`src/rtl/uart_tx_ctrl.sv`:
```
// UART transmit framing controller: paces an external PISO shift register and drives tx.
// Define UART_TX_PARITY_EN to append an even-parity bit between data bit 7 and the stop bit(s).
module uart_tx_ctrl #(
    parameter int CLKS_PER_BIT = 868,
    parameter int STOP_BITS    = 1
) (
    input  logic       clk,
    input  logic       reset_n,
    input  logic [7:0] tx_data,
    input  logic       tx_valid,
    output logic       tx_ready,
    output logic       tx_busy,
    output logic       piso_load,
    output logic       piso_shift,
    output logic [7:0] piso_data,
    input  logic       piso_bit,
    output logic       tx
);

    localparam int CW = (CLKS_PER_BIT > 1) ? $clog2(CLKS_PER_BIT) : 1;
    localparam logic [CW-1:0] BAUD_LAST = CW'(CLKS_PER_BIT - 1);
    localparam logic [2:0]    STOP_LAST = 3'(STOP_BITS - 1);

    typedef enum logic [2:0] {
        S_IDLE,
        S_START,
        S_DATA,
`ifdef UART_TX_PARITY_EN
        S_PARITY,
`endif
        S_STOP
    } state_t;

    state_t        state;
    logic [CW-1:0] baud_cnt;
    logic [2:0]    bit_cnt;
    logic          bit_end;
    logic          accept;
`ifdef UART_TX_PARITY_EN
    logic          parity;
`endif

    assign tx_ready   = (state == S_IDLE);
    assign tx_busy    = (state != S_IDLE);
    assign accept     = tx_valid && tx_ready;
    assign piso_load  = accept;
    assign piso_data  = tx_data;
    assign bit_end    = (state != S_IDLE) && (baud_cnt == BAUD_LAST);
    // bit_end never coincides with IDLE, so load and shift are mutually exclusive
    assign piso_shift = (state == S_DATA) && bit_end;

    always_comb begin
        tx = 1'b1;
        case (state)
            S_START:  tx = 1'b0;
            S_DATA:   tx = piso_bit;
`ifdef UART_TX_PARITY_EN
            S_PARITY: tx = parity;
`endif
            default:  tx = 1'b1;
        endcase
    end

    always_ff @(posedge clk or negedge reset_n) begin
        if (!reset_n) begin
            state    <= S_IDLE;
            baud_cnt <= '0;
            bit_cnt  <= '0;
`ifdef UART_TX_PARITY_EN
            parity   <= 1'b0;
`endif
        end else begin
            if (state == S_IDLE)
                baud_cnt <= '0;
            else
                baud_cnt <= bit_end ? '0 : baud_cnt + CW'(1);

            case (state)
                S_IDLE: begin
                    if (accept) begin
                        state   <= S_START;
                        bit_cnt <= '0;
`ifdef UART_TX_PARITY_EN
                        parity  <= ^tx_data;
`endif
                    end
                end
                S_START: begin
                    if (bit_end) begin
                        state   <= S_DATA;
                        bit_cnt <= '0;
                    end
                end
                S_DATA: begin
                    // bit_cnt wraps 7 -> 0, so it enters the next state already cleared
                    if (bit_end) begin
                        bit_cnt <= bit_cnt + 3'd1;
                        if (bit_cnt == 3'd7) begin
`ifdef UART_TX_PARITY_EN
                            state <= S_PARITY;
`else
                            state <= S_STOP;
`endif
                        end
                    end
                end
`ifdef UART_TX_PARITY_EN
                S_PARITY: begin
                    if (bit_end) begin
                        state   <= S_STOP;
                        bit_cnt <= '0;
                    end
                end
`endif
                S_STOP: begin
                    if (bit_end) begin
                        if (bit_cnt == STOP_LAST) begin
                            state   <= S_IDLE;
                            bit_cnt <= '0;
                        end else begin
                            bit_cnt <= bit_cnt + 3'd1;
                        end
                    end
                end
                default: begin
                    state   <= S_IDLE;
                    bit_cnt <= '0;
                end
            endcase
        end
    end

endmodule

```
`config.mk`:
```
export PLATFORM = sky130hd
export DESIGN_NAME = uart_tx_ctrl
export DESIGN_NICKNAME = d
export VERILOG_FILES = /design/src/rtl/uart_tx_ctrl.sv
export SDC_FILE = /design/constraint.sdc
export NUM_CORES = 1
export LEC_CHECK = 0
export CORE_ASPECT_RATIO = 1.4
export CORE_MARGIN = 4
export CORE_UTILIZATION = 30
export CTS_CLUSTER_SIZE = 20
export DETAILED_ROUTE_END_ITERATION = 16
export HOLD_SLACK_MARGIN = 0.15
export PLACE_DENSITY_LB_ADDON = 0.1
export SYNTH_ARGS = -nofsm -noshare
export SYNTH_HDL_FRONTEND = slang
export SYNTH_SLANG_ARGS = --single-unit
```
`constraint.sdc`:
```
create_clock -name clk -period 1.97 [get_ports clk]
set_input_delay 0.591 -clock clk [delete_from_list [all_inputs] [get_ports clk]]
set_output_delay 0.591 -clock clk [all_outputs]
set_load 0.02 [all_outputs]
```
After elaboration in Yosys (flattened, before gate mapping)
Cells that the tools add are included.
{"block": "classes", "reduce_logical": 8, "mux": 16, "add_sub_neg": 2, "eq_ne": 11}
{"cell": "two-way mux 3 bit", "n": 11}
{"cell": "case mux 3 bit (4 select lines)", "n": 2}
{"cell": "two-way mux 10 bit", "n": 2}
{"cell": "adder 10 x 1 -> 10 bit, second input constant", "n": 1}
{"cell": "== test 10 bit, second input constant", "n": 1}
{"cell": "!= test 2 bit, second input constant", "n": 4}
{"cell": "== test 3 x 2 -> 1 bit, second input constant", "n": 2}
{"cell": "logical NOT 3 bit", "n": 2}
{"cell": "AND reduction 6 bit", "n": 1}
{"cell": "!= test 2 x 1 -> 1 bit, second input constant", "n": 2}
{"cell": "AND reduction 4 bit", "n": 1}
{"cell": "adder 3 x 1 -> 3 bit, second input constant", "n": 1}
{"cell": "== test 3 x 1 -> 1 bit, second input constant", "n": 1}
{"cell": "== test 3 bit, second input constant", "n": 1}
{"cell": "logical AND 1 bit", "n": 3}
{"cell": "nonzero test 3 bit", "n": 1}
{"cell": "case mux 1 bit (2 select lines)", "n": 1}
{"block": "totals", "out_inout_bits": 13, "reg_bits": 16, "word_cells": 40}

Longest topological paths before layout
Gate-level depths: netlist of run 1.
{"block": "logic_depth", "depth_word": 4, "ltp_mapped": 7, "depth_no_buf": 6}

Worst setup path before layout of run 1
No wires, ideal clock.
{"block": "synth_path", "path_type": "register -> output", "startpoint": "reg state[0]", "endpoint": "out piso_shift", "t_required_ps": 1379, "t_arrival_ps": 1516, "path_stages_with_launch": 6, "n_path_buf": 0, "path_slack_ps": -137, "path_cell_list": "dfrtp_1 -> inv_1 -> ha_1 -> inv_1 -> and4_4 -> and2_2"}
{"block": "synth_via", "elab_chain_len": 3}
{"element": "start, declared", "line": "34", "text": "state_t state;"}
{"element": "start signal, assigned", "line": "66", "text": "state <= S_IDLE;"}
{"element": "start signal, assigned", "line": "81", "text": "state <= S_START;"}
{"element": "start signal, assigned", "line": "90", "text": "state <= S_DATA;"}
{"element": "nonzero test 3 bit"}
{"element": "via tx_busy", "line": "12", "text": "output logic tx_busy,"}
{"element": "logical AND 1 bit", "line": "48", "text": "assign bit_end = (state != S_IDLE) && (baud_cnt == BAUD_LAST);"}
{"element": "logical AND 1 bit", "line": "50", "text": "assign piso_shift = (state == S_DATA) && bit_end;"}
{"element": "end, declared", "line": "14", "text": "output logic piso_shift,"}
The timed path passes the listed nets, and every way through them passes these cells.

Worst setup path in the final report of run 1
{"block": "layout_path", "startpoint": "reg baud_cnt[1]", "endpoint": "out piso_shift"}
{"block": "layout_via", "elab_chain_len": 3}
{"element": "start, declared", "line": "35", "text": "logic [CW-1:0] baud_cnt;"}
{"element": "start signal, assigned", "line": "76", "text": "baud_cnt <= bit_end ? '0 : baud_cnt + CW'(1);"}
{"element": "== test 10 bit", "line": "48"}
{"element": "logical AND 1 bit", "line": "48"}
{"element": "logical AND 1 bit", "line": "50"}
Every way passes these cells.

==> reports/summary.txt, run 1 <==
status -> finished with violations
failing checks -> setup timing
Setup crit end kind -> output port
maximum clock rate -> 490 MHz
Total Power -> 0.000572 W
Max Buffers Root-to-Sink -> 2
period utilisation layout -> 1.03
Min Hold Slack -> 0.554 ns
pins over their slew limit -> 0
Max-cap violations -> 0
area share of fa/ha/maj cells after synthesis -> 0.104
top post-synthesis cells by area -> dfrtp_1, ha_1, buf_4, xor2_1, nor2_1
Synth Register Bits -> 15
largest family of logic cells by synthesized area -> simple AND/OR/NAND/NOR gates
r2r worst-path depth -> 7
die width -> 56.0 um
I/O Buffers -> 8
final worst setup slack -> -0.0689 ns
Overall Global Routing Usage -> 0.0979
critical path class -> reg2out
floorplan core area -> 3090 um2
GRT overflow -> 0
global-route wire length before repair -> 3120 um
mux share of post-synthesis cell area -> 0.0466
Setup Skew -> 0.000989 ns
per-cell routed wire length -> 11.7 um
final worst path period need -> 2.04 ns
CTS tree -> built
Ys Warns -> 0
Non-Filler Instances -> 158
clock root buffer -> clkbuf_8
Required @ worst endpoint -> 1.38 ns
RSZ-0062 raised after global routing -> true
worst-case hold path end point -> bit_cnt[2]
Hold-fix buffers, CTS -> 0
CP Launch Type -> register
Nets -> 140
Post-Place Cell Area -> 1170 um2
leading area contributor after synthesis -> dfrtp_1
Power Density -> 459 nW/um2
Placed Cells -> 151
Synth Area in XOR/XNOR -> 0.0725
Num CTS Buffers -> 3
Max VDD drop -> 0.180 mV
simple-gate share of the synthesized area -> 0.196
Cell Rows -> 24
post-route cell area -> 1250 um2
final wirelength -> 1840 um
DRC -> 0
Avg Synthesized Cell Area -> 10.4 um2
Cells after Synth -> 93
library cells used by synthesis -> 31
clk slew on worst S/H paths -> 0.06 ns
layout cells sized above 1 -> 0.387
setup violators final -> 1
Skew-Pair Late Insertion Delay -> 0.24 ns
H-tree depth -> 1
Ant. Diodes -> 0
Area Overhead vs Synth -> 29.1%
die area -> 4200 um2
First-pass DRT Iterations -> 4
CTS Sinks -> 15
Ports -> 25
Netlist Area Pre-Place -> 966 um2
Initial Util -> 0.312
net count after synthesis -> 113
Worst-Margin Slew -> 0.313 ns
Avg Vias per Cell -> 4.37
dpl hpwl -> 1410 um
Leak -> 0.600 nW
Critical Path Fanout Max -> 2
most frequent cell after synthesis -> dfrtp_1
antenna violations before repair -> 0
Hold Crit Depth -> 2
Die Y -> 75.1 um
Post-DRT Antenna Nets -> 0
pin count of the biggest net entering global routing -> 16
asr flop ratio synth -> 1.00
via count -> 691
Slew headroom -> 0.792
Synth Area in Compound Gates -> 0.0712
most common flop cell mapped by yosys -> dfrtp_1
reg-to-reg startpoint -> state[1]
list of most frequent post-synthesis cells -> dfrtp_1, nor2_1, buf_4, ha_1, inv_1
starting DRC count in detailed routing -> 4
Post-synth EDFFs -> 0
post-synthesis sequential area ratio -> 0.389
routability cong. -> 0.716
vias in the first global route -> 716
Tightest Hold Check Type -> reg2reg
flop2flop setup slack -> 0.12 ns
FF-to-FF End -> state[1]
Crit path arrival time -> 1.45 ns
Hold Vio Cnt, Final -> 0
hold wc startpoint -> bit_cnt[2]
area share of the largest cell type after synthesis -> 0.389
power by group:
part	switching [W]	internal, W
clock	0.000104	0.000143
sequential	0	0.000308
combinational	0.00000855	0.00000787
sequential cells by signal, indices dropped and copies added (netlist names):
| signal | count |
|---|---|
| bit_cnt | 3 |
| state | 2 |
| baud_cnt | 10 |
cell usage in the layout, fill, tap and decap left out:
cell type         n
clkbuf_2          2
nand4_1           2
a21oi_1           1
buf_4            27
a2111oi_4         1
nand3_1           3
a22oi_1           1
nor3_1            1
clkbuf_8          3
and4_4            1
mux2_4            1
and3_1            2
mux2i_1           3
o21ai_1           1
inv_1             7
ha_2              2
nand2_1           2
o21ai_0           3
xor2_1            6
and4_1            1
and2b_2           1
ha_1              5
and2_4            1
inv_2             1
buf_6             1
or2_4             1
nor2_1           11
ha_4              1
clkdlybuf4s50_1   3
and2_1            1
xnor2_1           2
nand2b_1          1
or2_2             1
and4b_1           1
nor4b_4           1
o21ai_2           1
dfrtp_1          15
clkbuf_1          1
routing by layer:
metal  global-route usage  wire, um  vias to the layer above
met2                0.174       949                        9
met5                    0         0                        -
li1                     -         -                      350
met4               0.0554        20                        0
met1                0.109       809                      330
met3               0.0223        65                        2
critical path: stages (launching register included):
cell     delay (ns)
dfrtp_1        0.35
ha_2           0.18
nor4b_4        0.18
and4_4         0.24
and2_4         0.14
buf_6          0.11
stage by stage:
step | util | setup TNS (ns) | setup WS (ns)
after floorplan | - | 0 | 0.0142
after global placement | 0.380 | -2.14 | -0.420
after detailed placement | 0.380 | -2.06 | -0.410
after CTS | 0.398 | -0.117 | -0.117
after global routing | 0.403 | -0.183 | -0.180
final | 0.403 | -0.0689 | -0.0689
cell families (layout without fill, tap and decap cells):
| logic type | Yosys count | after routing |
|---|---|---|
| fa+ha+maj | 8 | 8 |
| mux | 4 | 4 |
| xor+xnor | 8 | 8 |
| compound gates | 8 | 8 |
| flops | 15 | 15 |
| buf+inv | 19 | 45 |
| simple gates | 31 | 31 |
layout make-up:
cell class                 instances  area [um2]
timing repair buffer              33         254
tap                               39        48.8
clock buffer                       4        45.0
inverter                           8        30.0
sequential                        15         375
multi-input combinational         59         494
fill                             310        1850
worst max-delay path by stage:
stage,endpoint,startpoint,depth (start not counted),slack (ns)
floorplan,piso_shift,state[0],5,0.01
global placement,piso_load,tx_valid,4,-0.42
detailed placement,piso_load,tx_valid,4,-0.41
CTS,piso_shift,baud_cnt[1],5,-0.12
global route,piso_shift,baud_cnt[0],5,-0.18
finish,piso_shift,baud_cnt[1],5,-0.07
repair_timing:
| item | 4_1_cts | 5_1_grt |
|---|---|---|
| gates resized for setup | 22 | 8 |
| setup buffers | 2 | 1 |
| setup endpoints to repair | 5 | 8 |
| pin swaps | 2 | 1 |
| gates cloned | 0 | 0 |
| endpoints found under the hold margin | 0 | 0 |
(Power assumes the default switching activity.)
==> run 2: changes to the inputs <==
--- a/config.mk
+++ b/config.mk
@@ -10,6 +10,7 @@
 export CORE_UTILIZATION = 30
 export CTS_CLUSTER_SIZE = 20
 export DETAILED_ROUTE_END_ITERATION = 16
+export DONT_BUFFER_PORTS = 1
 export HOLD_SLACK_MARGIN = 0.15
 export PLACE_DENSITY_LB_ADDON = 0.1
 export SYNTH_ARGS = -nofsm -noshare
==> run 2 against run 1 <==
Net effect:
- the run still ends with setup timing left
- global-route usage grew 0.21 points
- sequential share of layout area grew 4.3 points
- clock power up 2%
- maximum frequency grew 1.8%
- highest routed layer unchanged
- largest cell class unchanged
- die area did not move
- non-clock buffer count fell by 20
- flip-flop and latch count unchanged
==> reports/summary.txt, run 2 (synthesis gave the netlist of run 1 again) <==
setup violators final -> 1 (unchanged)
pin count of the biggest net entering global routing -> 16 (unchanged)
maximum clock rate -> 499 MHz (was 490 MHz)
Initial Util -> 0.312 (unchanged)
Max VDD drop -> 0.253 mV (was 0.180 mV)
pins over their slew limit -> 0 (unchanged)
Max-cap violations -> 0 (unchanged)
CTS tree -> built (unchanged)
CP Launch Type -> register (unchanged)
number of fill cells -> 326 (was 310)
Stages on worst setup path -> 5 (unchanged)
Post-Place Cell Area -> 967 um2 (was 1170 um2)
Critical Path Fanout Max -> 3 (was 2)
die width -> 56.0 um (unchanged)
post-route cell area -> 1090 um2 (was 1250 um2)
worst slack, placed -> 0.101 ns (was -0.410 ns)
I/O Buffers -> 0 (was 8)
H-tree depth -> 1 (unchanged)
routability cong. -> 0.688 (was 0.716)
CTS Sinks -> 15 (unchanged)
Post-Route Utilization -> 0.353 (was 0.403)
Skew-Pair Late Insertion Delay -> 0.25 ns (was 0.24 ns)
Most flops, register -> baud_cnt (unchanged)
starting DRC count in detailed routing -> 7 (was 4)
Max Buffers Root-to-Sink -> 2 (unchanged)
global-route wire length before repair -> 3140 um (was 3120 um)
per-cell routed wire length -> 13.2 um (was 11.7 um)
Overall Global Routing Usage -> 0.100 (was 0.0979)
vias in the first global route -> 660 (was 716)
Leak -> 0.505 nW (was 0.600 nW)
commonest non-fill, non-tap cell in the layout -> dfrtp_1 (was buf_4)
Setup Skew -> 0.00237 ns (was 0.000989 ns)
RSZ-0062 raised after global routing -> true (unchanged)
Largest regs -> baud_cnt x10, bit_cnt x3, state x2 (unchanged)
Crit path arrival time -> 1.41 ns (was 1.45 ns)
Post-DRT Antenna Nets -> 0 (unchanged)
Avg Vias per Cell -> 4.67 (was 4.37)
First-pass DRT Iterations -> 2 (was 4)
clk slew on worst S/H paths -> 0.06 ns (about the same)
Ports -> 25 (unchanged)
r2r worst-path depth -> 6 (was 7)
max reg flops -> 10 (unchanged)
Nets -> 120 (was 140)
DRC -> 0 (unchanged)
most frequent cells in the layout -> dfrtp_1, buf_4, nor2_1 (was buf_4, dfrtp_1, nor2_1)
floorplan core area -> 3090 um2 (unchanged)
Worst path slowest cell -> dfrtp_1 (unchanged)
GRT overflow -> 0 (unchanged)
Buf/Inv on CP -> 2 (was 1)
antenna violations before repair -> 0 (unchanged)
CP max stage delay -> 0.37 ns (was 0.35 ns)
failing checks -> setup timing (unchanged)
Power Density -> 522 nW/um2 (was 459 nW/um2)
Worst-Margin Slew -> 0.718 ns (was 0.313 ns)
clock root buffer -> clkbuf_8 (unchanged)
Hold Vio Cnt, Final -> 0 (unchanged)
via count -> 645 (was 691)
status -> finished with violations (unchanged)
delay-heaviest family, CP -> simple AND/OR/NAND/NOR gates (unchanged)
Area Overhead vs Synth -> 13.0% (was 29.1%)
Required @ worst endpoint -> 1.38 ns (about the same)
die area -> 4200 um2 (unchanged)
Num CTS Buffers -> 3 (unchanged)
critical path class -> reg2out (unchanged)
Slew headroom -> 0.520 (was 0.792)
Ant. Diodes -> 0 (unchanged)
Setup crit end kind -> output port (unchanged)
Die Y -> 75.1 um (unchanged)
final worst setup slack -> -0.0329 ns (was -0.0689 ns)
period utilisation layout -> 1.02 (was 1.03)
Cell Rows -> 24 (unchanged)
final worst path period need -> 2.00 ns (was 2.04 ns)
layout cells sized above 1 -> 0.273 (was 0.387)
crit-path cells -> inv_1 -> ha_2 -> inv_2 -> and4_4 -> and2_4 (was ha_2 -> nor4b_4 -> and4_4 -> and2_4 -> buf_6)
Hold Crit Depth -> 2 (unchanged)
dpl hpwl -> 1320 um (was 1410 um)
Tightest Hold Check Type -> reg2reg (unchanged)
Final TNS setup -> -0.0329 ns (was -0.0689 ns)
final wirelength -> 1830 um (was 1840 um)
[run 2: final timing paths]
check,startpoint,end,slack (ns)
setup / recovery,state[0],piso_shift,-0.03
setup reg to reg,state[0],bit_cnt[0],0.19
hold / removal,bit_cnt[2],bit_cnt[2],0.55
hold reg to reg,bit_cnt[2],bit_cnt[2],0.55
max in group asynchronous,reset_n,baud_cnt[8],0.68
min in group asynchronous,reset_n,baud_cnt[4],0.84
[run 2: power by group]
group	leakage, nW	switching [W]	internal, W
registers	0.174	0	0.000308
clock network	0.0228	0.000109	0.000143
logic	0.308	0.00000738	0.00000154
total	0.505	0.000117	0.000453
[run 2: stage by stage]
step | cells | total power (W) | hold slack (ns)
finish | 138 | 0.000570 | 0.545
global route | 138 | 0.000604 | 0.577
CTS | 136 | 0.000585 | 0.548
detailed placement | 126 | 0.000315 | 0.296
global placement | 126 | 0.000315 | 0.296
floorplan | 93 | 0.000339 | 0.295
[run 2: per-layer routing]
layer	track usage	part of all wire	wire, um
met4	0.0633	0.018	33
met5	0	0	0
met3	0.0257	0.033	61
met2	0.158	0.50	911
met1	0.123	0.45	820
[run 2: cell type report]
class | count | area [um2] | area share
multi-input cells | 59 | 492 | 0.451
flip-flops and latches | 15 | 375 | 0.344
repair buffers | 13 | 100 | 0.0917
well taps | 39 | 48.8 | 0.0447
clock buffers | 4 | 45.0 | 0.0413
inverters | 8 | 30.0 | 0.0275
[run 2: worst register-to-register path, cell delays in order (launching register included)]
cell,delay [ns]
dfrtp_1,0.37
inv_1,0.11
ha_2,0.21
buf_4,0.18
a2111oi_4,0.34
or2_1,0.29
mux2i_1,0.21
[run 2: what timing repair did]
item / in CTS / in global routing
hold buffers: 1 / 0
endpoints found under the setup margin: 2 / 2
gates resized for setup: 4 / 2
pin swaps: 1 / 3
hold endpoints to repair: 15 / 0
setup buffers: 5 / 2
